--- config.mk ---
export PLATFORM = sky130hd
export DESIGN_NAME = arcade_input_map
export DESIGN_NICKNAME = d
export VERILOG_FILES = /design/src/rtl/arcade_input_map.sv
export SDC_FILE = /design/constraint.sdc
export NUM_CORES = 1
export LEC_CHECK = 0
export ABC_AREA = 1
export BUFFER_PORTS_ARGS = -buffer_cell sky130_fd_sc_hd__buf_2
export CELL_PAD_IN_SITES_DETAIL_PLACEMENT = 2
export CELL_PAD_IN_SITES_GLOBAL_PLACEMENT = 2
export CORE_AREA = 2 2 131 133
export CTS_CLUSTER_SIZE = 10
export DETAILED_ROUTE_END_ITERATION = 10
export DIE_AREA = 0 0 133 135
export GPL_TIMING_DRIVEN = 0
export PLACE_DENSITY = 0.85
export SLEW_MARGIN = 20
export SYNTH_ARGS = -nofsm -noshare
export SYNTH_HDL_FRONTEND = slang
export SYNTH_SLANG_ARGS = --single-unit
--- constraint.sdc ---
create_clock -name clk_sys -period 2.25 [get_ports clk_sys]
set_input_delay 0.45 -clock clk_sys [delete_from_list [all_inputs] [get_ports clk_sys]]
set_output_delay 0.45 -clock clk_sys [all_outputs]
set_load 0.005 [all_outputs]
--- src/rtl/arcade_input_map.sv ---
// Arcade control mapper: merges PS/2 key table hits with two joysticks, optional
// rotate remap and coin pulse. Define ARCADE_INPUT_AUTOFIRE_EN to build autofire on button 4.
module arcade_input_map #(
    parameter int unsigned NUM_BTN  = 8,
    parameter int unsigned COIN_LEN = 16,
    parameter int unsigned AF_DIV   = 4
) (
    input  logic               clk_sys,
    input  logic               reset_n,
    input  logic [10:0]        ps2_key,
    input  logic [NUM_BTN-1:0] joy_a,
    input  logic [NUM_BTN-1:0] joy_b,
    input  logic               rotate,
    input  logic               af_enable,
    input  logic               kcfg_wr,
    input  logic [3:0]         kcfg_idx,
    input  logic [9:0]         kcfg_data,
    output logic [NUM_BTN-1:0] btn_out,
    output logic               coin
);

    localparam logic [15:0] COIN_LAST = 16'(COIN_LEN - 1);

    // Table entry layout: {ext_any, code[8:0]}.
    function automatic logic [9:0] tbl_default(input int unsigned idx);
        case (idx)
            0:       return 10'h275;
            1:       return 10'h26B;
            2:       return 10'h272;
            3:       return 10'h274;
            4:       return 10'h029;
            5:       return 10'h214;
            6:       return 10'h005;
            7:       return 10'h006;
            default: return 10'h000;
        endcase
    endfunction

    logic [9:0]         tbl_q [NUM_BTN];
    logic [NUM_BTN-1:0] key_state_q, key_state_d;
    logic [NUM_BTN-1:0] raw, btn_d;
    logic               toggle_q, key_event;
    logic               start, start_q;
    logic               coin_d;
    logic [15:0]        coin_cnt_q, coin_cnt_d;

`ifdef ARCADE_INPUT_AUTOFIRE_EN
    localparam logic [15:0] AF_LAST = 16'(AF_DIV - 1);
    logic        af_active;
    logic        af_phase_q, af_phase_d;
    logic [15:0] af_cnt_q, af_cnt_d;
`else
    logic unused_af;
    assign unused_af = af_enable | (AF_DIV == 0);
`endif

    assign key_event = ps2_key[10] != toggle_q;

    always_comb begin
        logic [9:0] ent;
        key_state_d = key_state_q;
        ent         = '0;
        for (int i = 0; i < NUM_BTN; i++) begin
            ent = tbl_q[i];
            if (key_event && ent[7:0] != 8'd0 && ent[7:0] == ps2_key[7:0] &&
                (ent[9] || ent[8] == ps2_key[8])) begin
                key_state_d[i] = ps2_key[9];
            end
            // A config write clears the entry and overrides a same-cycle key event.
            if (kcfg_wr && kcfg_idx == 4'(i)) begin
                key_state_d[i] = 1'b0;
            end
        end
    end

    assign raw = key_state_q | joy_a | joy_b;

    always_comb begin
        btn_d = raw;
        if (rotate) begin
            btn_d[1] = raw[2];
            btn_d[0] = raw[3];
        end
`ifdef ARCADE_INPUT_AUTOFIRE_EN
        af_active  = af_enable && raw[4];
        af_phase_d = 1'b1;
        af_cnt_d   = '0;
        if (af_active) begin
            btn_d[4] = af_phase_q;
            if (af_cnt_q == AF_LAST) begin
                af_phase_d = ~af_phase_q;
            end else begin
                af_phase_d = af_phase_q;
                af_cnt_d   = af_cnt_q + 16'd1;
            end
        end
`endif
    end

    assign start = btn_out[6] | btn_out[7];

    always_comb begin
        coin_d     = coin;
        coin_cnt_d = coin_cnt_q;
        if (coin) begin
            if (coin_cnt_q == 16'd0) begin
                coin_d = 1'b0;
            end else begin
                coin_cnt_d = coin_cnt_q - 16'd1;
            end
        end else if (start && !start_q) begin
            coin_d     = 1'b1;
            coin_cnt_d = COIN_LAST;
        end
    end

    always_ff @(posedge clk_sys) begin
        // Toggle tracks ps2_key even in reset so release does not see a stale event.
        toggle_q <= ps2_key[10];
        if (!reset_n) begin
            key_state_q <= '0;
            btn_out     <= '0;
            coin        <= 1'b0;
            coin_cnt_q  <= '0;
            start_q     <= 1'b0;
            for (int i = 0; i < NUM_BTN; i++) begin
                tbl_q[i] <= tbl_default(i);
            end
`ifdef ARCADE_INPUT_AUTOFIRE_EN
            af_phase_q <= 1'b1;
            af_cnt_q   <= '0;
`endif
        end else begin
            key_state_q <= key_state_d;
            btn_out     <= btn_d;
            coin        <= coin_d;
            coin_cnt_q  <= coin_cnt_d;
            start_q     <= start;
            for (int i = 0; i < NUM_BTN; i++) begin
                if (kcfg_wr && kcfg_idx == 4'(i)) begin
                    tbl_q[i] <= kcfg_data;
                end
            end
`ifdef ARCADE_INPUT_AUTOFIRE_EN
            af_phase_q <= af_phase_d;
            af_cnt_q   <= af_cnt_d;
`endif
        end
    end

endmodule
==> impl_results.md <==
* RD Place Congestion at 0.826
* H-tree levels at 4
* Inserted Clock Buffers at 17
* Static leakage at approximately 2.8 nW
* Post-CTS setup buffers at 0
* Synth top area share at 41.2%
* Critical path class: reg -> reg
* Pre-CTS setup slack at ~0.15 ns
* Post-DR wirelength/cell at between 20 and 25 µm
* Die area at 18,000 µm²
* DR DRC count at 0
* Status: finished clean
* Max Fclk at about 0.51 GHz
* RSZ-0062 raised after global routing: false
* Cts repair resizes at 0
* Fraction of layout cells with a size suffix above 1 at ~14%
* Root buf cell: clkbuf_16
* Post-synthesis sequential area ratio at between 50% and 60%
* CTS Buffer Depth at 2
* Post-Syn Instances at about 690
* CP max FO at 10
* Slew @ Worst Pin at between 0.9 and 1 ns
* Detailed placement HPWL at 15,100 µm
* Placed cells at about 960
* DRT iter0 DRCs at roughly 300
* Largest net degree at the start of global routing at 17
* Final setup violation count at 0
* Syn Area/Cell at 8.42 µm²
* Final period util at between 80 and 90%
* PortBufs at 44
* Synth Flop Type: edfxtp_1
* Detailed Route WL at slightly above 20,000 µm
* Area Overhead vs Synth at 18.2%
* Vias per cell at ~5.0
* Drt first pass iters at 5
* Max Transition Viols Final at 0
* Crit end category: register
* Placement Rows at 47
* Clock skew at roughly 0.010 ns
* DRT antenna net count at 0
* Mapped Area at approximately 5800 µm²
* Fin worst setup slack at 0.287 ns
* Setup crit start kind: register
* Async set-or-reset flop fraction in the synthesized netlist at 0%
* Max_cap viols at 0
* Post-synth top area cell: edfxtp_1
* Count leader, synth: nor2_1
* Post-CTS Hold Buffers at 0
* Fin nets at roughly 800
* Net count after synthesis at roughly 740
* Clock insertion delay at the later pin of the skew report at 0.44 ns
* Synth cell types at 31
* Clock transition at path regs at about 0.06 ns
* First-pass GRT wire length at ~32,000 µm
* Initial Util at 35.5%
* CTS Sinks at ~120
* Die Width at ~130 µm
* Total Routing Usage GR at 24.2%
* Die height at 135 µm
* Clock period minus worst slack at ~2.0 ns
* Maximum vdd drop at between 0.5 and 0.6 mV
* Total number of vias at between 4,000 and 5,000
* CORE AREA at 16,400 µm²
* CTS tree: built
* Register bit total from synthesis at between 100 and 150
* Antenna violations before repair at 0
* EDFF count, synth at 80
* Synth top area cells: edfxtp_1 (41%), dfxtp_1 (12%), nor2_1 (12%), nand2_1 (10%), xnor2_1 (5.0%)
* Critical path arrival at between 2 and 2.5 ns
* Req. time, crit path at around 2.5 ns
* YS warnings at 0
* Commonest cells in the netlist: nor2_1 (182), nand2_1 (155), edfxtp_1 (80)
* Antenna diodes at 0
* Slew headroom at roughly 39%
* Number of global-route vias before repair at 5,754
* Worst min path class: in -> reg
* Fin cells at just under 1,000
* Total gr overflow at 0
* PD cells at around 900 nW/µm²
* I/O pins at 55
* Fin. Hold Viols at 0
[through the flow]
stage	utilization [%]	area, µm²	hold slack (ns)	power (mW)	setup TNS [ns]
final	42.0	6890	0.170	6.14	0
after global routing	42.0	6890	0.161	6.41	0
after CTS	42.0	6890	0.161	6.18	0
after detailed placement	38.7	6340	0.467	3.66	0
after global placement	38.5	6320	0.459	3.56	-7.89
after floorplan	-	5820	0.436	3.28	0
[per-layer routing]
layer	up-vias	track usage, %	share of wire [%]
met5	-	0	0
met2	126	46.0	54
met3	34	3.94	4.4
met1	2490	26.3	39
met4	0	11.0	2.3
li1	2314	-	-
[sequential cells by signal, summed over array words and instances, names as in the netlist]
name / flops
start_q: 1
btn_out: 8
coin: 1
toggle_q: 1
coin_cnt_q: 16
tbl_q: 80
key_state_q: 8
[where the power goes]
| group | internal (mW) | switching [mW] | leakage (nW) |
|---|---|---|---|
| clock | 1.50 | 1.02 | 0.249 |
| sequential | 2.42 | 0.122 | 1.07 |
| combinational | 0.359 | 0.726 | 1.50 |
| total | 4.28 | 1.87 | 2.82 |
[placed cells by master, fill, tap and decap left out, types with 2 or more instances in the layout]
cell / count
a21oi_2: 2
nor3_1: 8
clkbuf_1: 4
inv_1: 60
nand2_2: 2
nand3_1: 34
clkinv_1: 3
xor2_1: 31
edfxtp_1: 80
nand3b_1: 7
buf_2: 53
nand2_1: 155
clkbuf_16: 17
clkinvlp_4: 6
dfxtp_1: 35
nor4_1: 2
buf_4: 2
nor2_1: 182
inv_2: 4
a21oi_1: 16
xnor2_1: 32
a211oi_1: 2
o21ai_0: 3
buf_6: 2
or2_2: 6
o21ai_1: 3
nor2_2: 3
clkinv_2: 3
clkinv_4: 2
buf_1: 2
[cell families after synthesis]
family / after synthesis / synth area share, %
flops: 115 / 53.3
compound gates: 27 / 2.73
xor+xnor: 64 / 9.62
simple gates: 404 / 28.5
fa+ha+maj: 1 / 0.215
buf+inv: 81 / 5.67
[path summary, 6_finish.rpt]
| check | from | endpoint | slack (ns) | depth (start not counted) |
|---|---|---|---|---|
| max | coin_cnt_q[0] | coin_cnt_q[12] | 0.29 | 10 |
| min | ps2_key[10] | toggle_q | 0.17 | 1 |
| max reg2reg | coin_cnt_q[0] | coin_cnt_q[12] | 0.29 | 10 |
| min reg2reg | key_state_q[1] | key_state_q[1] | 0.47 | 2 |
[critical path: stages, from the launching register on]
cell and delay (ns):
dfxtp_1 0.30, inv_1 0.17, ha_1 0.24, nand3_2 0.18, nor2_1 0.20, nand2_2 0.11, a21oi_4 0.19, buf_6 0.17
nor2_1 0.08, nor2_1 0.14, nor2_2 0.04
[layout make-up]
| type | count | area, µm² |
|---|---|---|
| Multi-Input combinational cell | 496 | 2400 |
| Clock inverter | 15 | 119 |
| Clock buffer | 17 | 425 |
| Inverter | 64 | 240 |
| Sequential cell | 115 | 3100 |
| Tap cell | 220 | 275 |
| Buffer | 17 | 90.1 |
| Timing Repair Buffer | 46 | 235 |
| Fill cell | 1848 | 9520 |
Power figures use the tool's default switching activity.
